--- src/rtl/video_wr_packer_if.sv ---
// Pixel-in / packed-word-out bundle for video_wr_packer.
// slave = packer side, master = pixel source and write-stage side.
interface video_wr_packer_if #(
    parameter int Pixel_wd = 2
);
    logic                    I_vs;
    logic                    I_de;
    logic [8*Pixel_wd-1:0]   I_pixel;
    logic                    Pre_wren;
    logic [255:0]            Pre_wdata;
    logic                    O_frame_done;
    logic                    O_err_short;
    logic                    O_err_long;

    modport slave (
        input  I_vs, I_de, I_pixel,
        output Pre_wren, Pre_wdata, O_frame_done, O_err_short, O_err_long
    );

    modport master (
        output I_vs, I_de, I_pixel,
        input  Pre_wren, Pre_wdata, O_frame_done, O_err_short, O_err_long
    );
endinterface

--- src/rtl/video_wr_packer.sv ---
// Packs a vsync/de pixel stream LSB-first into 256-bit words and enforces frame length.
// Define VIDEO_WR_PACKER_PAD_EN to zero-pad short frames up to FRAME_WORDS.
module video_wr_packer #(
    parameter int IW       = 1024,
    parameter int IH       = 768,
    parameter int Pixel_wd = 2
) (
    input  logic             I_clk,
    input  logic             I_Rst,
    video_wr_packer_if.slave bus
);

    localparam int PIX_BITS    = 8 * Pixel_wd;
    localparam int PPW         = 32 / Pixel_wd;
    localparam int FRAME_WORDS = IW * IH * Pixel_wd / 32;
    localparam int PCW         = $clog2(PPW);
    localparam int WCW         = $clog2(FRAME_WORDS + 1);

    localparam logic [PCW-1:0] PIX_LAST  = PCW'(PPW - 1);
    localparam logic [WCW-1:0] WORD_FULL = WCW'(FRAME_WORDS);

    localparam logic [1:0] ST_WAIT_VS = 2'd0;
    localparam logic [1:0] ST_ACTIVE  = 2'd1;
`ifdef VIDEO_WR_PACKER_PAD_EN
    localparam logic [1:0] ST_PAD     = 2'd2;
    localparam logic [WCW-1:0] WORD_LAST = WCW'(FRAME_WORDS - 1);
`endif

    logic [1:0]          state_q, state_d;
    logic                vs_d_q, vs_d_d;
    logic [PCW-1:0]      pix_cnt_q, pix_cnt_d;
    logic [WCW-1:0]      word_cnt_q, word_cnt_d;
    logic [255:0]        shift_q, shift_d;
    logic                long_seen_q, long_seen_d;
    logic                wren_q, wren_d;
    logic [255:0]        wdata_q, wdata_d;
    logic                frame_done_q, frame_done_d;
    logic                err_short_q, err_short_d;
    logic                err_long_q, err_long_d;

    logic                vs_rise;
    logic                take_px;
    logic [PIX_BITS-1:0] pixel;

    assign pixel   = bus.I_pixel;
    assign vs_rise = bus.I_vs & ~vs_d_q;

    // The vs edge is resolved first; take_px then decides whether this cycle's
    // pixel lands in the (possibly freshly cleared) frame.
    always_comb begin
        state_d      = state_q;
        vs_d_d       = bus.I_vs;
        pix_cnt_d    = pix_cnt_q;
        word_cnt_d   = word_cnt_q;
        shift_d      = shift_q;
        long_seen_d  = long_seen_q;
        wren_d       = 1'b0;
        wdata_d      = wdata_q;
        frame_done_d = 1'b0;
        err_short_d  = 1'b0;
        err_long_d   = 1'b0;
        take_px      = 1'b0;

        case (state_q)
            ST_WAIT_VS: begin
                if (vs_rise) begin
                    state_d     = ST_ACTIVE;
                    pix_cnt_d   = '0;
                    word_cnt_d  = '0;
                    shift_d     = '0;
                    long_seen_d = 1'b0;
                    take_px     = bus.I_de;
                end
            end
            ST_ACTIVE: begin
                if (vs_rise && !(word_cnt_q == WORD_FULL && pix_cnt_q == '0)) begin
                    err_short_d = 1'b1;
`ifdef VIDEO_WR_PACKER_PAD_EN
                    state_d = ST_PAD;
`else
                    pix_cnt_d   = '0;
                    word_cnt_d  = '0;
                    shift_d     = '0;
                    long_seen_d = 1'b0;
                    take_px     = bus.I_de;
`endif
                end else begin
                    if (vs_rise) begin
                        pix_cnt_d   = '0;
                        word_cnt_d  = '0;
                        shift_d     = '0;
                        long_seen_d = 1'b0;
                    end
                    take_px = bus.I_de;
                end
            end
`ifdef VIDEO_WR_PACKER_PAD_EN
            ST_PAD: begin
                // shift_q holds the zero-filled partial word only on the first pad cycle
                wren_d     = 1'b1;
                wdata_d    = shift_q;
                shift_d    = '0;
                pix_cnt_d  = '0;
                word_cnt_d = word_cnt_q + 1'b1;
                if (word_cnt_q == WORD_LAST) begin
                    frame_done_d = 1'b1;
                    word_cnt_d   = '0;
                    long_seen_d  = 1'b0;
                    state_d      = ST_ACTIVE;
                end
            end
`endif
            default: state_d = ST_WAIT_VS;
        endcase

        if (take_px) begin
            if (word_cnt_d == WORD_FULL) begin
                if (!long_seen_d) begin
                    err_long_d  = 1'b1;
                    long_seen_d = 1'b1;
                end
            end else begin
                shift_d[pix_cnt_d*PIX_BITS +: PIX_BITS] = pixel;
                if (pix_cnt_d == PIX_LAST) begin
                    wren_d       = 1'b1;
                    wdata_d      = shift_d;
                    shift_d      = '0;
                    pix_cnt_d    = '0;
                    word_cnt_d   = word_cnt_d + 1'b1;
                    frame_done_d = (word_cnt_d == WORD_FULL);
                end else begin
                    pix_cnt_d = pix_cnt_d + 1'b1;
                end
            end
        end
    end

    always_ff @(posedge I_clk) begin
        if (I_Rst) begin
            state_q      <= ST_WAIT_VS;
            vs_d_q       <= 1'b1;
            pix_cnt_q    <= '0;
            word_cnt_q   <= '0;
            shift_q      <= '0;
            long_seen_q  <= 1'b0;
            wren_q       <= 1'b0;
            wdata_q      <= '0;
            frame_done_q <= 1'b0;
            err_short_q  <= 1'b0;
            err_long_q   <= 1'b0;
        end else begin
            state_q      <= state_d;
            vs_d_q       <= vs_d_d;
            pix_cnt_q    <= pix_cnt_d;
            word_cnt_q   <= word_cnt_d;
            shift_q      <= shift_d;
            long_seen_q  <= long_seen_d;
            wren_q       <= wren_d;
            wdata_q      <= wdata_d;
            frame_done_q <= frame_done_d;
            err_short_q  <= err_short_d;
            err_long_q   <= err_long_d;
        end
    end

    assign bus.Pre_wren     = wren_q;
    assign bus.Pre_wdata    = wdata_q;
    assign bus.O_frame_done = frame_done_q;
    assign bus.O_err_short  = err_short_q;
    assign bus.O_err_long   = err_long_q;

endmodule

--- src/flat_wrapper.sv ---
// flat-port wrapper written by rule: the top's interface ports become plain ports
module video_wr_packer_flat 
#(
    parameter int IW       = 1024,
    parameter int IH       = 768,
    parameter int Pixel_wd = 2
)
  (I_clk, I_Rst, bus_I_vs, bus_I_de, bus_I_pixel, bus_Pre_wren, bus_Pre_wdata, bus_O_frame_done, bus_O_err_short, bus_O_err_long);
  video_wr_packer_if #(.Pixel_wd(Pixel_wd)) bus_i ();
  input  logic I_clk;
  input  logic I_Rst;
  input wire logic [$bits(bus_i.I_vs)-1:0] bus_I_vs;
  input wire logic [$bits(bus_i.I_de)-1:0] bus_I_de;
  input wire logic [$bits(bus_i.I_pixel)-1:0] bus_I_pixel;
  output wire logic [$bits(bus_i.Pre_wren)-1:0] bus_Pre_wren;
  output wire logic [$bits(bus_i.Pre_wdata)-1:0] bus_Pre_wdata;
  output wire logic [$bits(bus_i.O_frame_done)-1:0] bus_O_frame_done;
  output wire logic [$bits(bus_i.O_err_short)-1:0] bus_O_err_short;
  output wire logic [$bits(bus_i.O_err_long)-1:0] bus_O_err_long;
  assign bus_i.I_vs = bus_I_vs;
  assign bus_i.I_de = bus_I_de;
  assign bus_i.I_pixel = bus_I_pixel;
  assign bus_Pre_wren = bus_i.Pre_wren;
  assign bus_Pre_wdata = bus_i.Pre_wdata;
  assign bus_O_frame_done = bus_i.O_frame_done;
  assign bus_O_err_short = bus_i.O_err_short;
  assign bus_O_err_long = bus_i.O_err_long;
  video_wr_packer #(.IW(IW), .IH(IH), .Pixel_wd(Pixel_wd)) u_core (.I_clk(I_clk), .I_Rst(I_Rst), .bus(bus_i));
endmodule
--- config.mk ---
export PLATFORM = sky130hd
export DESIGN_NAME = video_wr_packer_flat
export DESIGN_NICKNAME = d
export VERILOG_FILES = /design/src/rtl/video_wr_packer_if.sv /design/src/rtl/video_wr_packer.sv /design/src/flat_wrapper.sv
export SDC_FILE = /design/constraint.sdc
export NUM_CORES = 1
export LEC_CHECK = 0
export CAP_MARGIN = 10
export CELL_PAD_IN_SITES_DETAIL_PLACEMENT = 1
export CELL_PAD_IN_SITES_GLOBAL_PLACEMENT = 2
export CORE_UTILIZATION = 33
export DETAILED_ROUTE_END_ITERATION = 8
export PLACE_DENSITY_LB_ADDON = 0.1
export SLEW_MARGIN = 20
export SYNTH_ARGS = -nofsm -noshare
export SYNTH_HDL_FRONTEND = slang
export SYNTH_SLANG_ARGS = --single-unit
--- constraint.sdc ---
create_clock -name I_clk -period 3.9 [get_ports I_clk]
set_input_delay 0.585 -clock I_clk [delete_from_list [all_inputs] [get_ports I_clk]]
set_output_delay 0.585 -clock I_clk [all_outputs]
set_load 0.05 [all_outputs]
-- After elaboration in Yosys (flattened, before gate mapping)
Index checks and enable logic that the tools add are counted.
W data, S select, Z words.
- flip-flop bits (word level): 540
- bits of input ports: 20
- output and inout port bits: 260
- logic and storage cells: 70
- $add $sub $neg: 3
- equal/unequal tests: 6
- shift operators: 2
- muxes and demuxes: 31
- bitwise operators: 6
- reductions and logical operators: 11
- operators by type and width (operator ; number):
    $mux W256 ; 5
    $pmux W256 S2 ; 1
    $bwmux W256 ; 1
    $shift A16 B34 Y256 const A ; 1
    $shiftx A16 B34 Y256 ; 1
    $mux W16 ; 5
    $eq A16 B16 Y1 const B ; 3
    $neg A8 Y34 ; 1
    $pmux W16 S2 ; 1
    $mux W4 ; 5
    $add A16 B1 Y16 const B ; 1
    $mux W1 ; 8
    $pmux W4 S2 ; 1
    $reduce_or A3 Y1 ; 2
    $not A1 Y1 ; 5
    $add A4 B1 Y4 const B ; 1
    $eq A4 B4 Y1 const B ; 1
    $logic_not A4 Y1 ; 1
    $pmux W1 S2 ; 2
    $pmux W2 S2 ; 1
    $reduce_or A4 Y1 ; 1
    $reduce_and A3 Y1 ; 1
    $eq A2 B1 Y1 const B ; 1
    $logic_and A1 B1 Y1 ; 2
    7 further kinds ; 7

-- Logic depth before layout (Yosys ltp)
- depth in word-level cells: 12
- gate-level depth with buffers: 15
- mapped depth without buffers: 10

-- Worst setup path after synthesis
No wires, ideal clock.
- path type: input to register
- from: in bus_I_vs
- to: reg u_core.wdata_q[100], in the netlist u_core.bus.Pre_wdata[100]
- library setup time: 132 ps
- arrival: 3453 ps
- data required time: 3768 ps
- setup slack: 315 ps
- stages on the path: 14
- path through: nand2b_1 buf_2 clkbuf_1 clkbuf_1 buf_1 o31ai_1 ha_1 clkbuf_1 and3_1 clkbuf_1 clkbuf_1 nor2_1 a311oi_1 nor3_1
- longest elaborated chain between the ends: 7
- RTL lines (element ; RTL line ; source):
    start, declared ; flat_wrapper.sv:12 ; input wire logic [$bits(bus_i.I_vs)-1:0] bus_I_vs;
    $and A1 B1 Y1 (*) ; video_wr_packer.sv:46 ; assign vs_rise = bus.I_vs & ~vs_d_q;
    $mux W4 (tied with other cells) ; video_wr_packer.sv:66, video_wr_packer.sv:88 ;
    $mux W4 / $mux W16 (equally long branches) ; video_wr_packer.sv:76 ; if (vs_rise && !(word_cnt_q == WORD_FULL && pix_cnt_q == '0)) begin
    $pmux W4 S2 / $pmux W16 S2 (equally long branches) ; video_wr_packer.sv:64 ; case (state_q)
    $neg A8 Y34 / $eq A16 B16 Y1 (equally long branches) ; video_wr_packer.sv:123, video_wr_packer.sv:117 ;
    $shiftx A16 B34 Y256 (tied with other cells) ; video_wr_packer.sv:123 ; shift_d[pix_cnt_d*PIX_BITS +: PIX_BITS] = pixel;
    $bwmux W256 / $reduce_and A3 Y1 (equally long branches) ; - ;
    end signal, assigned ; video_wr_packer.sv:159 ; wdata_q <= wdata_d;
    end, declared ; video_wr_packer.sv:36 ; logic [255:0] wdata_q, wdata_d;
Mark *: on every way between the ends. The rest lies on a longest branch, timed or not.
A chain may end at the register's enable or synchronous reset.

-- Worst setup path in the final report
- from: in bus_I_vs
- to: reg u_core.shift_q[125]
- longest elaborated chain between the ends: 10
- RTL lines (element ; RTL line ; source):
    $and A1 B1 Y1 (*) ; video_wr_packer.sv:46 ;
    $mux W4 / $logic_and A1 B1 Y1 (equally long branches) ; video_wr_packer.sv:66, video_wr_packer.sv:88, video_wr_packer.sv:76 ;
    $mux W4 ; video_wr_packer.sv:76 ;
    $pmux W4 S2 ; video_wr_packer.sv:64 ;
    $neg A8 Y34 ; video_wr_packer.sv:123 ;
    $shiftx A16 B34 Y256 / $shift A16 B34 Y256 (equally long branches) ; video_wr_packer.sv:123 ;
    $bwmux W256 ; video_wr_packer.sv:123 ;
    $mux W256 ; video_wr_packer.sv:124 ; if (pix_cnt_d == PIX_LAST) begin
    $mux W256 ; video_wr_packer.sv:117 ; if (word_cnt_d == WORD_FULL) begin
    $mux W256 (*) ; video_wr_packer.sv:116 ; if (take_px) begin
    end signal, assigned ; video_wr_packer.sv:156 ; shift_q <= shift_d;
    end, declared ; video_wr_packer.sv:33 ; logic [255:0] shift_q, shift_d;
Marks and branches as above.

==> flow_summary.json <==
{
  "initial_core_util": 0.333,
  "synth-main-ff-cell": "dfxtp_1",
  "fin_area_sq_um": 28400,
  "antenna_found_initial": 1,
  "die_w_microns": 262,
  "grt_pass1_wl_microns": 133000,
  "clock_sinks": 539,
  "reg2reg_depth": 10,
  "p_total_mw": 12.2,
  "rsz0062_at_grt": "false",
  "p_per_area_nw_per_um2": 428,
  "synth_cells": 2733,
  "synth.distinct_cells": 58,
  "fmax_ghz": 0.307,
  "min_period_ns": 3.26,
  "power_leakage_nw": 9.12,
  "grt_start_max_net_pins": 153,
  "hold_buffers": 0,
  "die_h_microns": 262,
  "synth-warning-count": 0,
  "clk_latency_ns": 0.60,
  "power.switching_mw": 2.85,
  "antennaDiodeCount": 0,
  "finalHoldViolCount": 0,
  "place_inst": 3705,
  "relSlewSlack": 0.279,
  "cp_max_fo": 17,
  "drive_above_1_share": 0.0835,
  "synth.avg_cell_area_sq_um": 8.18,
  "finalSetupTns_ns": 0,
  "whs_path_depth": 2,
  "viasPerCell": 5.70,
  "via_count": 21769,
  "drc_errors": 0,
  "ctsLongestPathBuffers": 3,
  "io_pins": 280,
  "core_area_sq_um": 67200,
  "cts_setup_buffers": 0,
  "place_congestion": 0.820,
  "swShare": 0.234,
  "ys_ff_latch": 539,
  "worst_hold_path_type": "in -> reg",
  "first_global_vias": 21686,
  "grt_usage": 0.246,
  "finalSetupViolations": 0,
  "clkPwrFrac": 0.503,
  "clk_pin_slew_worst_paths_ns": 0.06,
  "nets": 2929,
  "cts_root_buf": "clkbuf_16",
  "dieArea_sq_um": 68800,
  "intPower_mw": 9.33,
  "cts_resized": 0,
  "async_flop_share": 0,
  "cap_violations": 0,
  "overflow": 0,
  "synth_fp_nets": 2762,
  "startpoint_type": "primary input",
  "required_ns": 4.35,
  "dp_hpwl_microns": 56900,
  "postPlaceCellArea_sq_um": 26300,
  "end_kind": "register",
  "htreeDepth": 3,
  "p_comb_frac": 0.044,
  "finalMaxSlewViolations": 0,
  "worst_pin_slew_ns": 1.08,
  "areaGrowthSynthToFinish_pct": 27.2,
  "wl_per_cell_microns": 22.6,
  "clock_skew_ns": 0.0262,
  "ant_nets": 0,
  "io_buffers": 279,
  "first_pass_iters": 6,
  "cts_tree": "done",
  "status": "finished, final reports clean",
  "numCtsBuffers": 66,
  "fin_cells": 3820,
  "ir_drop_mv": 0.270,
  "arrival_ns": 3.71,
  "seq_area_frac_synth": 0.483,
  "synth_edf_count": 0,
  "routed_wl_microns": 86400,
  "hold_ws_ns": 0.399,
  "fillers": 7691,
  "drt-initial-drc-count": 1359,
  "rows": 95,
  "crit_type": "in -> reg",
  "fin_crit_sh": 0.835,
  "syn_area_sq_um": 22400,
  "sequentialPowerShare": 0.453
}
[kinds of logic (layout without fill, tap and decap cells)]
kind of cell | Yosys count | after routing | share of synthesized area
AO/OA/AOI/OAI | 672 | 672 | 0.221
multiplexers | 1 | 1 | 0.000448
flip-flops | 539 | 539 | 0.483
buffers and inverters | 306 | 520 | 0.0564
AND/OR/NAND/NOR | 1189 | 1189 | 0.228
adder cells (fa/ha/maj) | 9 | 9 | 0.00504
XOR/XNOR | 17 | 17 | 0.00666
[routing by layer]
metal	part of all wire	routed length [microns]	vias up	track usage
met1	0.46	40000	10920	0.334
li1	-	-	10250	-
met2	0.47	41000	478	0.406
met4	0.021	1850	2	0.0700
met3	0.041	3550	119	0.0324
met5	0.00019	16	-	0
[layout make-up]
type	instances	area, sq um	area share
clock inverter	6	61.3	0.00216
timing repair buffer	398	4000	0.141
tap	873	1090	0.0384
clock buffer	109	2090	0.0735
sequential	539	10800	0.379
inverter	7	26.3	0.000924
multi-input combinational	1888	10400	0.365
[through the flow]
step | utilization | setup WS [ns]
floorplan | - | 0.315
global route | 0.423 | 0.387
finish | 0.423 | 0.644
CTS | 0.423 | 0.691
detailed placement | 0.391 | 0.0526
global placement | 0.391 | 0.173
[worst paths after layout]
kind | from | endpoint | slack [ns]
worst min-delay path | I_Rst | u_core.bus.Pre_wdata[209] | 0.40
worst max register to register | u_core.vs_d_q | u_core.shift_q[125] | 0.76
worst max-delay path | bus_I_vs | u_core.shift_q[125] | 0.64
worst min register to register | u_core.bus.Pre_wdata[223] | u_core.bus.Pre_wdata[223] | 0.46
[synth_stat cells (all sizes together), types with 5 or more instances]
| cell | instances | area, sq um |
|---|---|---|
| a211oi | 74 | 561 |
| a21o | 6 | 45.0 |
| buf | 84 | 428 |
| nand3 | 82 | 410 |
| dfxtp | 539 | 10800 |
| nand4 | 12 | 75.1 |
| o31ai | 19 | 143 |
| a21oi | 40 | 211 |
| and2 | 18 | 113 |
| o22ai | 164 | 1090 |
| inv | 7 | 26.3 |
| nand2b | 12 | 75.1 |
| xnor2 | 11 | 96.3 |
| xor2 | 6 | 52.6 |
| and3 | 5 | 31.3 |
| a31oi | 70 | 438 |
| clkbuf | 215 | 807 |
| nor2 | 555 | 2080 |
| or3 | 9 | 56.3 |
| a41oi | 17 | 149 |
| ha | 9 | 113 |
| a32oi | 74 | 648 |
| nand2 | 254 | 953 |
| nor3 | 218 | 1110 |
| o211ai | 20 | 160 |
| o21ai | 44 | 228 |
| a311oi | 135 | 1180 |
| nor4 | 5 | 37.5 |
[layout by cell type (no fill, tap or decap), drive strengths merged, types with 82 or more instances in the layout]
cell / count
nor2: 555
dfxtp: 539
clkdlybuf4s50: 278
nand2: 254
nor3: 218
o22ai: 164
a311oi: 135
buf: 120
clkbuf: 109
nand3: 82
[critical path: stages]
cell             delay, ns
clkdlybuf4s50_1       0.47
nand2b_4              0.18
and2_1                0.25
inv_1                 0.09
ha_1                  0.26
and3b_1               0.24
o2111ai_1             0.48
nand2b_1              0.17
buf_4                 0.21
nand2b_1              0.57
o22ai_1               0.16
[registers in the layout, summed over array words and instances (netlist names), 4 cells and up]
register              count
u_core.shift_q          256
u_core.word_cnt_q        16
u_core.pix_cnt_q          4
u_core.bus.Pre_wdata    256
[power by group through the flow]
stage                     Clock [mW]  Sequential, mW  Combinational (mW)
after floorplan                    0            5.64               0.300
after global placement             0            5.64               0.522
after detailed placement           0            5.64               0.533
after CTS                       6.30            5.52               0.534
after global routing            6.53            5.52               0.567
final                           6.12            5.52               0.533
No activity file was read; power rests on OpenSTA's default activity.
